File: src/rtl/led_pkg.sv
// Shared definitions for the LED pattern generator: display modes, bounce
// direction, pattern seeds and field widths.
package led_pkg;

    localparam int N_LED   = 16;
    localparam int SPEED_W = 2;

    typedef enum logic [2:0] {
        MODE_STATIC = 3'd0,
        MODE_RUN_L  = 3'd1,
        MODE_RUN_R  = 3'd2,
        MODE_BOUNCE = 3'd3,
        MODE_COUNT  = 3'd4,
        MODE_BLINK  = 3'd5,
        MODE_FILL   = 3'd6,
        MODE_OFF    = 3'd7
    } mode_e;

    typedef enum logic {
        DIR_LEFT  = 1'b0,
        DIR_RIGHT = 1'b1
    } dir_e;

    localparam logic [N_LED-1:0] SEED_ZERO = 16'h0000;
    localparam logic [N_LED-1:0] SEED_LOW  = 16'h0001;
    localparam logic [N_LED-1:0] SEED_HIGH = 16'h8000;

    // Pattern value loaded when a mode is newly selected.
    function automatic logic [N_LED-1:0] mode_seed(input mode_e m);
        case (m)
            MODE_RUN_L,
            MODE_BOUNCE: return SEED_LOW;
            MODE_RUN_R:  return SEED_HIGH;
            default:     return SEED_ZERO;
        endcase
    endfunction

endpackage

File: src/rtl/led_ctrl_if.sv
// Board-side signal bundle of the LED controller: switch bank in, LED drive out.
interface led_ctrl_if;
    import led_pkg::*;

    logic [7:0]       sw;
    logic [N_LED-1:0] ledr;

    modport master (output sw, input ledr);
    modport slave  (input sw, output ledr);

endinterface

File: src/rtl/led_tick_gen.sv
// Animation step timer. Produces a one-cycle tick every DIV_BASE*2^speed
// clocks. The speed setting is captured only when the counter wraps or is
// cleared, so a speed change never shortens a period in flight.
module led_tick_gen
    import led_pkg::*;
#(
    parameter int DIV_BASE = 50_000_000
) (
    input  logic               clk,
    input  logic               rst,
    input  logic [SPEED_W-1:0] speed,
    input  logic               pause,
    input  logic               clear,
    output logic               tick
);

    localparam int unsigned MAX_PERIOD = DIV_BASE << ((1 << SPEED_W) - 1);
    localparam int          CNT_W      = $clog2(MAX_PERIOD);

    logic [CNT_W-1:0]   cnt;
    logic [CNT_W-1:0]   term;
    logic [SPEED_W-1:0] speed_q;

    // Terminal count for the period latched at the last wrap.
    always_comb begin
        term = CNT_W'((32'(DIV_BASE) << speed_q) - 32'd1);
    end

    assign tick = !pause && !clear && (cnt == term);

    // Count up while not paused; clear and wrap both restart and re-latch speed.
    always_ff @(posedge clk or posedge rst) begin
        if (rst) begin
            cnt     <= '0;
            speed_q <= '0;
        end else if (clear || tick) begin
            cnt     <= '0;
            speed_q <= speed;
        end else if (!pause) begin
            cnt <= cnt + CNT_W'(1);
        end
    end

endmodule

File: src/rtl/led_ctrl.sv
// Switch-controlled LED pattern generator for the 16-LED bank.
// sw[2:0] mode, sw[4:3] speed, sw[5] pause, sw[6] invert, sw[7] dim.
// Optional feature: define LED_DIM_EN to enable 25% duty dimming on sw[7];
// without it sw[7] only affects the STATIC pattern.
module led_ctrl
    import led_pkg::*;
#(
    parameter int DIV_BASE = 50_000_000
) (
    input  logic     clk,
    input  logic     rst,
    led_ctrl_if.slave bus
);

    mode_e            mode;
    mode_e            prev_mode;
    logic             mode_change;
    logic             tick;
    logic [N_LED-1:0] pattern;
    logic [N_LED-1:0] pattern_next;
    dir_e             dir;
    dir_e             dir_next;
    logic [N_LED-1:0] shown;
    logic [N_LED-1:0] ledr_next;
    logic [N_LED-1:0] ledr_q;

    assign mode        = mode_e'(bus.sw[2:0]);
    assign mode_change = (mode != prev_mode);

    led_tick_gen #(
        .DIV_BASE (DIV_BASE)
    ) u_tick_gen (
        .clk   (clk),
        .rst   (rst),
        .speed (bus.sw[4:3]),
        .pause (bus.sw[5]),
        .clear (mode_change),
        .tick  (tick)
    );

    // Next pattern: a mode switch reloads the seed and wins over any tick.
    always_comb begin
        pattern_next = pattern;
        dir_next     = dir;
        if (mode_change) begin
            pattern_next = mode_seed(mode);
            dir_next     = DIR_LEFT;
        end else begin
            case (mode)
                MODE_STATIC: pattern_next = {bus.sw, bus.sw};
                MODE_RUN_L:  if (tick) pattern_next = {pattern[14:0], pattern[15]};
                MODE_RUN_R:  if (tick) pattern_next = {pattern[0], pattern[15:1]};
                MODE_BOUNCE: begin
                    if (tick) begin
                        if (dir == DIR_LEFT) begin
                            if (pattern == SEED_HIGH) begin
                                pattern_next = 16'h4000;
                                dir_next     = DIR_RIGHT;
                            end else begin
                                pattern_next = {pattern[14:0], 1'b0};
                            end
                        end else begin
                            if (pattern == SEED_LOW) begin
                                pattern_next = 16'h0002;
                                dir_next     = DIR_LEFT;
                            end else begin
                                pattern_next = {1'b0, pattern[15:1]};
                            end
                        end
                    end
                end
                MODE_COUNT:  if (tick) pattern_next = pattern + 16'd1;
                MODE_BLINK:  if (tick) pattern_next = ~pattern;
                MODE_FILL: begin
                    if (tick) begin
                        pattern_next = (pattern == 16'hFFFF) ? 16'h0000 : {pattern[14:0], 1'b1};
                    end
                end
                MODE_OFF:    pattern_next = 16'h0000;
                default:     pattern_next = 16'h0000;
            endcase
        end
    end

    // Pattern, bounce direction and last-seen mode registers.
    always_ff @(posedge clk or posedge rst) begin
        if (rst) begin
            pattern   <= SEED_ZERO;
            dir       <= DIR_LEFT;
            prev_mode <= MODE_STATIC;
        end else begin
            pattern   <= pattern_next;
            dir       <= dir_next;
            prev_mode <= mode;
        end
    end

    assign shown = bus.sw[6] ? ~pattern : pattern;

`ifdef LED_DIM_EN
    logic [1:0] pwm;

    // Free-running 2-bit duty counter for the dim feature.
    always_ff @(posedge clk or posedge rst) begin
        if (rst) begin
            pwm <= 2'd0;
        end else begin
            pwm <= pwm + 2'd1;
        end
    end

    // Dimmed output lights only one cycle in four.
    always_comb begin
        ledr_next = shown;
        if (bus.sw[7] && (pwm != 2'd0)) begin
            ledr_next = '0;
        end
    end
`else
    // Full brightness at all times.
    always_comb begin
        ledr_next = shown;
    end
`endif

    // Registered LED drive, one clock behind the pattern.
    always_ff @(posedge clk or posedge rst) begin
        if (rst) begin
            ledr_q <= '0;
        end else begin
            ledr_q <= ledr_next;
        end
    end

    assign bus.ledr = ledr_q;

endmodule

File: src/flat_wrapper.sv
// flat-port wrapper written by rule: the top's interface ports become plain ports
module led_ctrl_flat import led_pkg::*;
#(
    parameter int DIV_BASE = 50_000_000
)
  (clk, rst, bus_sw, bus_ledr);
  led_ctrl_if bus_i ();
  input  logic clk;
  input  logic rst;
  input wire logic [$bits(bus_i.sw)-1:0] bus_sw;
  output wire logic [$bits(bus_i.ledr)-1:0] bus_ledr;
  assign bus_i.sw = bus_sw;
  assign bus_ledr = bus_i.ledr;
  led_ctrl #(.DIV_BASE(DIV_BASE)) u_core (.clk(clk), .rst(rst), .bus(bus_i));
endmodule
File: config.mk
export PLATFORM = sky130hd
export DESIGN_NAME = led_ctrl_flat
export DESIGN_NICKNAME = d
export VERILOG_FILES = /design/src/rtl/led_pkg.sv /design/src/rtl/led_ctrl_if.sv /design/src/rtl/led_tick_gen.sv /design/src/rtl/led_ctrl.sv /design/src/flat_wrapper.sv
export SDC_FILE = /design/constraint.sdc
export NUM_CORES = 1
export LEC_CHECK = 0
export BUFFER_PORTS_ARGS = -buffer_cell sky130_fd_sc_hd__clkbuf_2
export CAP_MARGIN = 10
export CORE_MARGIN = 8
export CORE_UTILIZATION = 64
export CTS_BUF_LIST = sky130_fd_sc_hd__clkbuf_4 sky130_fd_sc_hd__clkbuf_8
export DETAILED_ROUTE_END_ITERATION = 10
export HOLD_SLACK_MARGIN = 0.1
export PLACE_DENSITY = 0.93
export SETUP_SLACK_MARGIN = 0.4
export SLEW_MARGIN = 30
export SYNTH_ARGS = -nofsm -noshare
export SYNTH_HDL_FRONTEND = slang
export SYNTH_HIERARCHICAL = 1
export SYNTH_SLANG_ARGS = --single-unit
File: constraint.sdc
create_clock -name clk -period 4.2 [get_ports clk]
set_clock_uncertainty 0.1 [all_clocks]
set_input_delay 0.84 -clock clk [delete_from_list [all_inputs] [get_ports clk]]
set_output_delay 0.84 -clock clk [all_outputs]
set_load 0.05 [all_outputs]
Word level (Yosys, flattened, before mapping)
Cells that the tools add are included.

RAM bits: 0. Latch bits: 0. Word-level logic and storage cells: 63. Output and inout port bits: 16. Memories: 0. Bits of input ports: 10. Register bits after elaboration: 67. Memory bits (read-only): 0.

$lt $le $gt $ge: 0. Equal/unequal tests: 19. Shift-type cells: 1. $add $sub $neg: 3. Multiplexer cells: 22. Multipliers: 0. Reduce and logical (&&, ||, !) cells: 11. Div/mod/pow operators: 0. Bitwise operators: 1.

Operators by type and width (count): 16-bit 2-to-1 mux (11); 16-bit case mux with 8 select lines (1); 29-bit 2-to-1 mux (2); 16-bit equality test, second input constant (2); 16-bit case mux with 2 select lines (1); 29-bit by 1-bit adder with 29-bit output, second input constant (1); 29-bit equality test (1); 26-bit by 2-bit << shifter with 29-bit output, first input constant (1); 29-bit by 1-bit subtractor with 29-bit output, second input constant (1); 3-bit != test, second input constant (6); 16-bit by 1-bit adder with 16-bit output, second input constant (1); 16-bit by 1-bit equality test with 1-bit output, second input constant (1); 16-bit NOT (1); 15-bit 2-to-1 mux (1); 3-bit equality test, second input constant (4); 3-bit by 2-bit equality test with 1-bit output, second input constant (2); 1-bit 2-to-1 mux (6); 6-bit AND reduction (1); 2-bit nonzero test (2); 3-bit by 1-bit equality test with 1-bit output, second input constant (1); 3-bit zero test (1); 3-bit != test (1); 1-bit logical AND (2); 1-bit zero test (2); other kinds (4) (4).

Longest topological paths before layout
Depth in word-level cells: 7. Gate-level depth with buffers: 15. Gate-level depth less buffers: 12.

By module
Netlist, hierarchy kept.

Modules (own cells, without submodules): led_ctrl (seq. area each 900.9 um^2, cells an instance 309, times used 1, area each 2658.8 um^2); led_tick_gen (seq. area each 775.7 um^2, cells an instance 194, times used 1, area each 1810.5 um^2).

Least setup slack after synthesis
Ideal clock, no wire load.

Path type: in2reg. From: in bus_sw[1]. To: reg u_core.pattern[14]. Buffers on the path: 3. Data required time: 4034 ps. Library setup time: 66 ps. Data arrival time: 3553 ps. Slack: 480 ps. Stages on the path: 15. Cell sequence: buf_2 -> xnor2_1 -> nand3_1 -> clkbuf_1 -> nand4bb_1 -> nor3_1 -> o2111ai_2 -> nor4_1 -> a31o_2 -> clkbuf_1 -> nor2_1 -> nor2_1 -> o41ai_1 -> nor3_1 -> a221o_1.

Cells in the longest elaborated chain, start to end: 6. Elaborated cells on any way between the ends: 21. Those cells by class: eq/ne (14); mux (2); reduce/logical (5).

RTL lines: start: declaration (RTL line flat_wrapper.sv:10) `input wire logic [$bits(bus_i.sw)-1:0] bus_sw;`; 3-bit != test (*) (RTL line led_ctrl.sv:28) `assign mode_change = (mode != prev_mode);`; net u_core.mode_change (RTL line led_ctrl.sv:17) `logic mode_change;`; 1-bit zero test (*) (RTL line led_tick_gen.sv:29) `assign tick = !pause && !clear && (cnt == term);`; 1-bit logical AND (*) (2 in series) (RTL line led_tick_gen.sv:29); net u_core.tick (RTL line led_ctrl.sv:18) `logic tick;`; 3-bit != test (no source line); 6-bit AND reduction (no source line) (*); end signal: assignment (RTL line led_ctrl.sv:92) `pattern <= pattern_next;`; end: declaration (RTL line led_ctrl.sv:19) `logic [N_LED-1:0] pattern;`.

The timed path passes the listed nets; every way through them passes the cells marked *. A chain may end at the register's enable or synchronous reset.

Final worst setup path
From: reg u_core.u_tick_gen.speed_q[1]. To: reg u_core.pattern[14].

Cells in the longest elaborated chain, start to end: 6. Elaborated cells on any way between the ends: 11. Those cells by class: add/sub (1); eq/ne (7); shift (1); reduce/logical (2).

RTL lines: start: declaration (RTL line led_tick_gen.sv:22) `logic [SPEED_W-1:0] speed_q;`; start signal: assignment (RTL line led_tick_gen.sv:38) `speed_q <= speed;`; 26-bit by 2-bit << shifter with 29-bit output (*) (RTL line led_tick_gen.sv:26) `term = CNT_W'((32'(DIV_BASE) << speed_q) - 32'd1);`; 29-bit by 1-bit subtractor with 29-bit output (*) (RTL line led_tick_gen.sv:26); 29-bit equality test (*) (RTL line led_tick_gen.sv:29); 1-bit logical AND (*) (RTL line led_tick_gen.sv:29); net u_core.tick (RTL line led_ctrl.sv:18); 3-bit != test (no source line); 6-bit AND reduction (no source line) (*).

Marked as above.

==> results_dict.tcl <==
set metrics [dict create \
    pwr_density_cell_nw_per_um2 314 \
    cpPeakStageDelay_ns 0.53 \
    slowest_stage "dfrtp_1" \
    yosysWarnings 6 \
    slew_headroom_pct 40.2 \
    die_x_um 99.6 \
    rr_worst_depth 13 \
    overflow 0 \
    wirelength_um 11300 \
    chipHeight_um 99.6 \
    synth_cells 503 \
    place.gp.congestion 1.00 \
    ir_worst_vdd_uv 309 \
    critPathArrivalTime_ns 3.73 \
    clock_latency_ns 0.35 \
    cp-end-kind "register" \
    maxSlewViolCount 0 \
    firstDrtPassIters 6 \
    min_period_over_period_pct 84.4 \
    cts_tree "yes" \
    synth_area_um2 4470 \
    areaGrowthSynthToFinish_pct 6.72 \
    crit_top_cell "nor2_1" \
    cts_resized 0 \
    cts_sinks 67 \
    drt_iter0_drc 378 \
    multi_input_area_um2 2530 \
    grtUsageTotal_pct 23.3 \
    setup_violations 0 \
    fin_setup_tns_ns 0 \
    syn_avg_cell_area_um2 8.89 \
    grt_pass1_vias 3817 \
    holdBufCountCts 0 \
    num_rows 30 \
    vias 3950 \
    hold_path.class "in -> async" \
    final-seq-area_um2 1680 \
    min_period_ns 3.55 \
    die_area_um2 9910 \
    yosysSeqAreaShare_pct 37.5 \
    critPathLaunchType "register" \
    status "complete, no violations" \
    start_util_pct 65.8 \
    drive_above_1_share_pct 14.1 \
    setup_slack_ns 0.654 \
    fillers 505 \
    cts.clk_slew.worst_paths_ns 0.08 \
    n_antenna_cell 0 \
    synthFlopType "dfrtp_1" \
    grt_max_degree 44 \
    cts_made_buffers 9 \
    dp_hpwl_um 7650 \
    grt_util_met3_pct 4.68 \
    path_cells "or2_2 > ha_1 > xnor2_1 > a221oi_1 > nand4_1 > nor4_2 > buf_4 > a31o_2 > nor2_1 > nor2_1 > o41ai_1 > nor3_1 > a221o_1" \
    boundaryPins 26 \
    p_leak_uw 0.00186 \
    async_flop_share_pct 100 \
    cp_max_fo 15 \
    crit_required_ns 4.39 \
    detail-route-antenna-nets 0 \
    use_met1_pct 30.6 \
    vias_per_cell 6.52 \
    post_cts_buffers 0 \
    cts_root_buf "clkbuf_8" \
    fin_nets 520 \
    synth_edf_count 0 \
    port_buffers 25 \
    coreArea_um2 6790 \
    ys_seq_elements 67 \
    post-route-drc-count 0 \
    grt_pass1_wl_um 18700 \
    cap_violations 0 \
    fmax_mhz 282 \
    cts.path.max_buffers 2 \
    critPathKind "reg -> reg" \
    syn_nets 518 \
    rsz0062_at_grt "no" \
    wire_per_inst_um 18.6 \
    ys_types 80 \
    grt_util_met2_pct 35.5 \
    dp_slack_ns 0.669 \
    tightest_slew_ns 0.884 \
    hold_viol 0 \
    htreeDepth 3 \
    top_usage_layer "met2" \
    antenna_found_initial 0 \
]
[state kept, by name, summed over array words and instances (netlist names)]
signal / cells
u_core/prev_mode: 3
u_core/dir: 1
u_core/pattern: 16
u_core/u_tick_gen/cnt: 29
u_core/u_tick_gen/speed_q: 2
u_core/bus.ledr: 16
[logic make-up (layout without fill, tap and decap cells)]
logic type	after synthesis	in the layout	share of synthesized area, %
AND/OR/NAND/NOR	213	213	25.5
adder cells (fa/ha/maj)	5	5	1.40
XOR/XNOR	55	55	10.8
buffers and inverters	52	59	5.93
multiplexers	6	6	1.40
AO/OA/AOI/OAI	105	105	17.5
flip-flops	67	67	37.5
[cells in the mapped netlist (4+ instances only)]
cell type	instances	area [um2]
buf_1	4	15.0
a221oi_1	5	43.8
nand2_1	46	173
a221o_1	5	50.1
o32ai_1	4	35.0
o21ai_1	6	30.0
o21ai_0	20	100
nand4_1	9	56.3
and4_1	8	70.1
buf_2	12	60.1
a21oi_1	18	90.1
buf_6	6	67.6
nor3_1	17	85.1
nor2_1	61	229
clkbuf_1	15	56.3
inv_1	10	37.5
dfrtp_1	67	1680
xnor2_1	27	236
nor2b_1	6	37.5
mux2i_1	4	40.0
nand3_1	17	85.1
o22ai_1	4	25.0
nor3_2	4	40.0
xor2_1	28	245
nand2b_1	10	62.6
nor4_1	5	31.3
ha_1	5	62.6
[worst paths after layout]
kind / slack (ns) / startpoint / to
hold / removal: 0.43 / rst / u_core/pattern[13]
setup / recovery: 0.65 / u_core/u_tick_gen/speed_q[1] / u_core/pattern[14]
min in group clk: 0.46 / u_core/u_tick_gen/cnt[1] / u_core/u_tick_gen/cnt[1]
hold reg to reg: 0.46 / u_core/u_tick_gen/cnt[1] / u_core/u_tick_gen/cnt[1]
setup reg to reg: 0.65 / u_core/u_tick_gen/speed_q[1] / u_core/pattern[14]
max in group asynchronous: 3.00 / rst / u_core/dir
[cell usage in the layout, fill, tap and decap left out, drive strengths merged, types with 4 or more instances in the layout]
cell / netlist / layout
nor3: 21 / 21
mux2i: 4 / 4
o22ai: 4 / 4
o32ai: 4 / 4
clkbuf: 17 / 35
and3: 4 / 4
nand3: 17 / 17
ha: 5 / 5
a221o: 5 / 5
nand4: 10 / 10
a221oi: 6 / 6
xor2: 28 / 28
nor2b: 6 / 6
dfrtp: 67 / 67
buf: 24 / 7
xnor2: 27 / 27
nand2: 47 / 47
and4: 8 / 8
nand2b: 10 / 10
a21oi: 18 / 18
nor4: 7 / 7
inv: 10 / 11
o21ai: 27 / 27
nor2: 61 / 61
[final cells by class]
class / count / area share [%]
Clock buffer: 10 / 2.75
Multi-Input combinational cell: 384 / 53.1
Sequential cell: 67 / 35.2
Inverter: 11 / 0.866
Tap cell: 96 / 2.52
Clock inverter: 6 / 1.86
Timing Repair Buffer: 32 / 3.73
[report_power, final]
| group | internal (uW) | leakage [uW] | switching (uW) |
|---|---|---|---|
| Clock | 342 | 0.000106 | 259 |
| Combinational | 65.1 | 0.000870 | 146 |
| Sequential | 662 | 0.000885 | 22.8 |
[critical path: cells and delay by family, from the launching register on]
family	cells	cell delay [ns]
buffers and inverters	1	0.25
AND/OR/NAND/NOR	6	1.40
flip-flops	1	0.53
adder cells (fa/ha/maj)	1	0.30
AO/OA/AOI/OAI	4	0.75
XOR/XNOR	1	0.14
[per-layer routing]
layer,up-vias,routed length [um]
met5,-,0
met3,37,1120
met1,1880,4730
met4,0,310
li1,1790,-
met2,243,5100
[metrics by stage]
step	total power (uW)	utilization [%]	hold slack, ns	cell area (um2)	cells
2_1_floorplan	856	-	0.416	4470	503
5_1_grt	1550	70.2	0.473	4770	606
3_5_place_dp	904	67.0	0.449	4550	590
6_report	1500	70.2	0.434	4770	606
3_3_place_gp	897	67.0	0.434	4550	590
4_1_cts	1500	70.2	0.468	4770	606
Note: power is estimated with default switching activity, not from simulation.
